[src/rtl/module_pipe_stall_ctrl.sv]
// Stall/flush controller for the RV32I pipeline: load-use hazards, branch flush,
// and a data-memory handshake FSM with timeout, plus a stall-cycle counter.
module module_pipe_stall_ctrl #(
  parameter int unsigned TIMEOUT = 16,
  parameter int unsigned CNT_W   = 32
) (
  input  logic             clk_i,
  input  logic             rst_i,
  input  logic [4:0]       rs1_d_i,
  input  logic [4:0]       rs2_d_i,
  input  logic [4:0]       rd_e_i,
  input  logic             load_e_i,
  input  logic             pcsrc_e_i,
  input  logic             memop_m_i,
  input  logic             mem_ack_i,
  output logic             mem_req_o,
  output logic             en_f_o,
  output logic             en_d_o,
  output logic             en_e_o,
  output logic             en_m_o,
  output logic             clr_d_o,
  output logic             clr_e_o,
  output logic             clr_w_o,
  output logic             mem_err_o,
  output logic [CNT_W-1:0] stall_cnt_o
);

  localparam int unsigned WC_W = $clog2(TIMEOUT + 1);

  typedef enum logic [1:0] {
    S_IDLE,
    S_WAIT,
    S_ERR
  } state_t;

  state_t          state;
  logic [WC_W-1:0] wait_cnt;
  logic            mem_stall;
  logic            lw_stall;

  always_comb begin
    mem_stall = 1'b0;
    mem_req_o = 1'b0;
    case (state)
      S_IDLE: begin
        mem_stall = memop_m_i & ~mem_ack_i;
        mem_req_o = memop_m_i;
      end
      S_WAIT: begin
        mem_stall = ~mem_ack_i;
        mem_req_o = 1'b1;
      end
      default: begin
        mem_stall = 1'b1;
        mem_req_o = 1'b0;
      end
    endcase
    if (rst_i) mem_req_o = 1'b0;
  end

  assign lw_stall = load_e_i && (rd_e_i != 5'd0) &&
                    ((rd_e_i == rs1_d_i) || (rd_e_i == rs2_d_i));

  // Memory stall freezes everything and bubbles M/W; hazard and branch wait their turn.
  always_comb begin
    en_f_o  = 1'b0;
    en_d_o  = 1'b0;
    en_e_o  = 1'b0;
    en_m_o  = 1'b0;
    clr_d_o = 1'b1;
    clr_e_o = 1'b1;
    clr_w_o = 1'b1;
    if (!rst_i) begin
      if (mem_stall) begin
        clr_d_o = 1'b0;
        clr_e_o = 1'b0;
        clr_w_o = 1'b1;
      end else begin
        en_f_o  = ~lw_stall;
        en_d_o  = ~lw_stall;
        en_e_o  = 1'b1;
        en_m_o  = 1'b1;
        clr_d_o = pcsrc_e_i;
        clr_e_o = lw_stall | pcsrc_e_i;
        clr_w_o = 1'b0;
      end
    end
  end

  always_ff @(posedge clk_i or posedge rst_i) begin
    if (rst_i) begin
      state       <= S_IDLE;
      wait_cnt    <= '0;
      mem_err_o   <= 1'b0;
      stall_cnt_o <= '0;
    end else begin
      case (state)
        S_IDLE: begin
          if (memop_m_i && !mem_ack_i) begin
            state    <= S_WAIT;
            wait_cnt <= WC_W'(1);
          end
        end
        S_WAIT: begin
          if (mem_ack_i) begin
            state    <= S_IDLE;
            wait_cnt <= '0;
          end else if (wait_cnt == WC_W'(TIMEOUT)) begin
            state     <= S_ERR;
            mem_err_o <= 1'b1;
          end else begin
            wait_cnt <= wait_cnt + WC_W'(1);
          end
        end
        default: state <= S_ERR;
      endcase
      if (!en_f_o && (stall_cnt_o != '1))
        stall_cnt_o <= stall_cnt_o + CNT_W'(1);
    end
  end

endmodule
[config.mk]
export PLATFORM = sky130hd
export DESIGN_NAME = module_pipe_stall_ctrl
export DESIGN_NICKNAME = d
export VERILOG_FILES = /design/src/rtl/module_pipe_stall_ctrl.sv
export SDC_FILE = /design/constraint.sdc
export NUM_CORES = 1
export LEC_CHECK = 0
export BUFFER_PORTS_ARGS = -buffer_cell sky130_fd_sc_hd__buf_2
export CAP_MARGIN = 20
export CORE_MARGIN = 10
export CORE_UTILIZATION = 40
export DETAILED_ROUTE_END_ITERATION = 8
export PLACE_DENSITY = 0.75
export SLEW_MARGIN = 20
export SYNTH_ARGS = -nofsm -noshare
export SYNTH_HDL_FRONTEND = slang
export SYNTH_SLANG_ARGS = --single-unit
[constraint.sdc]
create_clock -name clk_i -period 2.6 [get_ports clk_i]
set_input_delay 0.13 -clock clk_i [delete_from_list [all_inputs] [get_ports clk_i]]
set_output_delay 0.13 -clock clk_i [all_outputs]
set_load 0.005 [all_outputs]
==> run_results.csv, run 1 <==
group,metric,value,unit
synth,netlist_area,0.00221,mm2
hold_path,hp-class,"primary input to asynchronous set/reset pin",
sta,timing.fmax,440,MHz
sta,rsz0062_at_grt,"no",
synth,ys_seq_elements,40,
job,maxCapViolations,0,
die,fp.dieW,94.3,um
routing,vias,1857,
critical_path,r2r-end,"stall_cnt_o[7]",
die,die_y,94.3,um
synth,syn-instance-count,226,
pwr,p_leak,1.21,nW
sta,relSlewSlack,0.560,
die,die-area,0.00888,mm2
placed_design,place.gp.congestion,0.848,
synth,synth_cell_types,40,
synth,synth.area.top_cells,"dfrtp_1 (45%), xor2_1 (10%), xnor2_1 (6.0%)",
global_routing,grt_usage,0.122,
synth,yosysMostFrequentCell,"dfrtp_1",
pwr,power,0.00183,W
global_routing,grt_overflow_total,0,
sta,final.setup.tns,0,ps
routing,wl_per_cell,14.7,um
routing,drc,0,
synth,yosys_warnings,0,
critical_path,reg2reg_depth,6,
routing,drtAntennaViolNets,0,
critical_path,crit_required,2780,ps
critical_path,start_kind,"flop",
synth,synth.avg_cell_area,9.76,um2
finish,nets,314,
die,start_util,0.421,
clock_tree,ctsHoldBuffers,0,
critical_path,crit_path_end_kind,"flop",
clock_tree,cts_buffers,5,
sta,finalWorstSetupSlack,327,ps
critical_path,r2r_start,"state[0]",
clock_tree,cts.repair.resized,0,
status,status,"finished, violations left",
die,row_count,26,
sta,maxSlewViolCount,0,
pwr,vdd_ir_drop_max,0.452,mV
critical_path,criticalPathCategory,"flop to flop",
die,ios,62,
routing,viasPerCell,5.14,
critical_path,cp.arrival,2450,ps
synth,dominantRegCellSynth,"dfrtp_1",
sta,period_needed,2270,ps
global_routing,grt_max_degree,41,
routing,drt-initial-drc-count,69,
synth,synth_top_cell_by_area,"dfrtp_1",
status,violations,"negative hold slack",
placed_design,port_buffers,61,
critical_path,crit_path_max_fanout,15,
placed_design,dpl.hpwl,4.04,mm
placed_design,dp.cells,353,
clock_tree,path_clk_slew,80,ps
sta,period_share,0.874,
critical_path,r2r_setup_slack,330,ps
clock_tree,cts_buffer_depth,2,
clock_tree,cts_root_buf,"clkbuf_8",
sta,worst_pin_slew,660,ps
clock_tree,clkLatencyLatePin,290,ps
synth,synth_nets,250,
routing,dr.pass1.iters,5,
global_routing,antenna_found_initial,0,
global_routing,grt_pass1_wl,8.76,mm
synth,synth_top_area_frac,0.454,
sta,setup_violations,0,
synth,synthArstFlopShare,1.00,
synth,seq_area_frac_synth,0.454,
die,core,0.00524,mm2
finish,fin_cells,361,
sta,hold_violations,10,
placed_design,pre_cts_slack,325,ps
sta,fin_worst_skew,4.03,ps
finish,antenna_cells,0,
finish,area_growth_syn_to_layout,21.1,%
synth,synth_common_cells,"dfrtp_1 (40), xor2_1 (26), nand2_1 (22)",
finish,drive_above_1_share,0.296,
routing,routed_wl,5.32,mm
synth,synth_edf_count,0,
global_routing,grt_pass1_vias,1872,
clock_tree,htree_num_levels,2,
clock_tree,cts_sinks,40,
pwr,power.density,685,mW/mm2
sta,hold_slack,-9.18,ps
clock_tree,cts_setup_buffers,0,
clock_tree,cts_tree,"done",
==> final cells by class <==
type	count	area [um2]
multi-input cells	170	1130
clock buffers	6	82.6
repair buffers	63	320
well taps	70	87.6
clock inverters	2	10.0
flip-flops and latches	40	1000
fillers	491	2570
inverters	10	37.5
==> power by group <==
| group | switching, W | internal (W) |
|---|---|---|
| clock | 0.000219 | 0.000212 |
| combinational | 0.000231 | 0.000236 |
| sequential | 0.000189 | 0.000744 |
==> metal layers <==
metal | global-route usage | vias to the layer above | routed length (um) | share of wire
met5 | 0 | - | 0 | 0
met4 | 0.0430 | 0 | 76 | 0.014
met3 | 0.0520 | 8 | 377 | 0.071
met2 | 0.192 | 47 | 2530 | 0.48
met1 | 0.144 | 885 | 2340 | 0.44
li1 | - | 917 | - | -
==> critical path, stage by stage, from the launching register on <==
cell,delay (ps)
dfrtp_1,430
o21ba_2,240
or3_1,410
o21ai_2,580
buf_4,290
nor2_1,70
xor2_1,140
==> cell families (layout without fill, tap and decap cells) <==
kind of cell,Yosys count,after routing,synth area share
mux,2,2,0.0102
fa+ha+maj,3,3,0.0170
xor+xnor,41,41,0.163
flops,40,40,0.454
buf+inv,16,81,0.0329
compound gates,20,20,0.0664
simple gates,104,104,0.257
==> metrics by stage <==
step	util	instance area [um2]	hold WS, ps
after global placement	0.492	2580	335
after global routing	0.510	2670	41.4
after floorplan	-	2210	216
final	0.510	2670	-9.18
after CTS	0.510	2670	13.7
after detailed placement	0.492	2580	341
==> placed cells by master (no fill, tap or decap), drive strengths merged, types with 8 or more instances in the layout <==
cell / count
nand4: 11
buf: 63
nand2: 22
xnor2: 15
nand3: 15
nor3: 16
inv: 10
nor2: 17
o21ai: 8
dfrtp: 40
xor2: 26
==> how the worst max path moves through the flow <==
stage | from | endpoint | slack, ps | cells after the start
6_report | state[0] | stall_cnt_o[7] | 330 | 6
5_1_grt | stall_cnt_o[0] | stall_cnt_o[7] | 170 | 8
4_1_cts | stall_cnt_o[0] | stall_cnt_o[7] | 310 | 8
3_5_place_dp | stall_cnt_o[0] | stall_cnt_o[8] | 320 | 8
3_3_place_gp | stall_cnt_o[0] | stall_cnt_o[8] | 390 | 8
2_1_floorplan | state[0] | stall_cnt_o[1] | 620 | 7
==> sequential cells by signal, summed over array words and instances, names as in the netlist <==
name	count
stall_cnt_o	32
wait_cnt	5
mem_err_o	1
state	2
No activity file was read; power rests on OpenSTA's default activity.
==> inputs of run 2 (changes only) <==
ABC_AREA = 1   (was not set)
CELL_PAD_IN_SITES_DETAIL_PLACEMENT = 1   (was not set)
CELL_PAD_IN_SITES_GLOBAL_PLACEMENT = 2   (was not set)
CORE_UTILIZATION = 29   (was 40)
PLACE_DENSITY = 0.9   (was 0.75)
==> run 2 against run 1 <==
Net effect: the run still ends with negative hold slack left; first-iteration DRC count is 97% higher; final cell count grew 78%; non-clock buffer count unchanged; largest power group unchanged; critical path type unchanged; clock skew rose by 6.6 ps; power shrank 33%; critical endpoint is now stall_cnt_o[11]; global-route usage rose by 1.3 points; count of clock-buffer cells in the layout shrank 1; final area increased by 29%.
==> run_results.csv, run 2 <==
group,metric,value,unit
clock_tree,clkLatencyLatePin,310,ps
finish,top_regs,"stall_cnt_o x32, wait_cnt x5, state x2",
finish,area_growth_syn_to_layout,16.5,%
sta,worst_pin_slew,747,ps
clock_tree,cts_root_buf,"clkbuf_8",
synth,synth.avg_cell_area,6.57,um2
placed_design,pre_cts_slack,411,ps
sta,relSlewSlack,0.500,
sta,period_needed,2200,ps
global_routing,grt_usage,0.134,
die,die_y,121,um
routing,drc,0,
critical_path,start_kind,"flop",
synth,ys_seq_elements,40,
sta,fin_worst_skew,10.6,ps
sta,period_share,0.846,
finish,nets,534,
critical_path,criticalPathCategory,"flop to flop",
synth,synth_common_cells,"nand2_1 (192), nor2_1 (54), nand3_1 (42)",
finish,largest_register_ffs,32,
synth,synth_top_area_frac,0.338,
sta,timing.fmax,455,MHz
sta,rsz0062_at_grt,"no",
synth,syn-instance-count,451,
clock_tree,cts_setup_buffers,0,
routing,routed_wl,9.62,mm
finish,layout_common_cells,"nand2_1 (192), buf_2 (61), nor2_1 (54)",
clock_tree,ctsHoldBuffers,0,
placed_design,place_area,0.00334,mm2
pwr,p_leak,1.88,nW
critical_path,crit_path_max_fanout,32,
critical_path,crit_path_end_kind,"flop",
die,start_util,0.300,
critical_path,crit_slowest_cell,"dfrtp_1",
die,ios,62,
global_routing,grt_pass1_vias,3258,
placed_design,port_buffers,61,
placed_design,place.gp.congestion,0.845,
status,status,"finished, violations left",
die,core,0.00986,mm2
clock_tree,path_clk_slew,90,ps
routing,vias,3039,
hold_path,hp-class,"primary input to asynchronous set/reset pin",
global_routing,grt_overflow_total,0,
synth,dominantRegCellSynth,"dfrtp_1",
pwr,power.density,354,mW/mm2
finish,design_area,0.00345,mm2
clock_tree,htree_num_levels,2,
finish,top_register,"stall_cnt_o",
finish,antenna_cells,0,
routing,drtAntennaViolNets,0,
clock_tree,cts.repair.resized,0,
sta,finalWorstSetupSlack,401,ps
synth,seq_area_frac_synth,0.338,
synth,yosysMostFrequentCell,"nand2_1",
routing,dr.pass1.iters,4,
synth,synth_cell_types,28,
status,violations,"negative hold slack",
sta,final.setup.tns,0,ps
global_routing,grt_pass1_wl,16.2,mm
pwr,vdd_ir_drop_max,0.161,mV
die,die-area,0.0147,mm2
clock_tree,cts_buffers,5,
clock_tree,cts_buffer_depth,2,
synth,synth.area.top_cells,"dfrtp_1 (34%), nand2_1 (24%), nand3_1 (7.1%)",
sta,maxSlewViolCount,0,
clock_tree,cts_tree,"done",
global_routing,antenna_found_initial,0,
critical_path,r2r_setup_slack,400,ps
die,fp.dieW,121,um
finish,finalCoreUtilization,0.350,
placed_design,dpl.hpwl,7.60,mm
job,maxCapViolations,0,
critical_path,crit_path_max_incr_delay,470,ps
sta,hold_slack,-11.2,ps
synth,synth_nets,475,
critical_path,cp_cell_sequence,"ha_1 > inv_2 > nor2_4 > and3_4 > nand2_4 > nor2_4 > nand2_4 > nand2_8 > nand2_1 > nand2_1",
global_routing,grt_max_degree,42,
sta,hold_violations,32,
critical_path,cp.arrival,2440,ps
routing,drt-initial-drc-count,136,
synth,yosys_warnings,0,
finish,final_common_cell,"nand2_1",
synth,netlist_area,0.00296,mm2
die,row_count,36,
finish,drive_above_1_share,0.182,
critical_path,crit_required,2840,ps
clock_tree,cts_sinks,40,
routing,wl_per_cell,14.9,um
synth,synth_top_cell_by_area,"dfrtp_1",
synth,synthArstFlopShare,1.00,
routing,viasPerCell,4.72,
finish,num-fill-cells,1305,
synth,synth_edf_count,0,
sta,setup_violations,0,
run 2: routing by layer:
metal	track usage	vias up	wire length [um]
li1	-	1516	-
met1	0.155	1489	4330
met2	0.245	28	4910
met3	0.0265	6	270
met4	0.0362	0	104
met5	0	-	0
run 2: power by group:
part | internal (W) | leakage (nW) | switching [W]
Sequential | 0.000621 | 0.513 | 0
Combinational | 0.0000244 | 1.32 | 0.0000409
Clock | 0.000284 | 0.0541 | 0.000249
Total | 0.000930 | 1.88 | 0.000290
run 2: layout make-up:
type                       instances  area, um2  area share
inverter                          41        154      0.0446
timing repair buffer              63        320      0.0928
clock inverter                     3       42.5      0.0123
clock buffer                       5       68.8      0.0199
sequential                        40       1000       0.290
tap                              133        166      0.0482
multi-input combinational        359       1700       0.492
run 2: cell families after synthesis:
logic type | count (synthesis) | share of synthesized area
AO/OA/AOI/OAI | 13 | 0.0228
XOR/XNOR | 19 | 0.0562
adder cells (fa/ha/maj) | 3 | 0.0127
buffers and inverters | 52 | 0.0887
flip-flops | 40 | 0.338
AND/OR/NAND/NOR | 324 | 0.482
run 2: metrics by stage:
stage                     power, W  cells
final                      0.00122    644
after global routing       0.00127    644
after CTS                  0.00124    644
after detailed placement  0.000701    636
after global placement    0.000697    636
after floorplan           0.000667    451
run 2: critical path: cells and delay by family, from the launching register on:
family / cells / cell delay (ps)
fa+ha+maj: 1 / 300
buf+inv: 1 / 70
flops: 1 / 470
simple gates: 8 / 1280
run 2: final timing paths:
path / startpoint / end / cells after the start
setup / recovery: stall_cnt_o[0] / stall_cnt_o[11] / 10
hold / removal: rst_i / wait_cnt[1] / 3
setup reg to reg: stall_cnt_o[0] / stall_cnt_o[11] / 10
hold reg to reg: mem_err_o / mem_err_o / 2
max in group asynchronous: rst_i / stall_cnt_o[16] / 3
min in group clk_i: mem_ack_i / wait_cnt[4] / 4
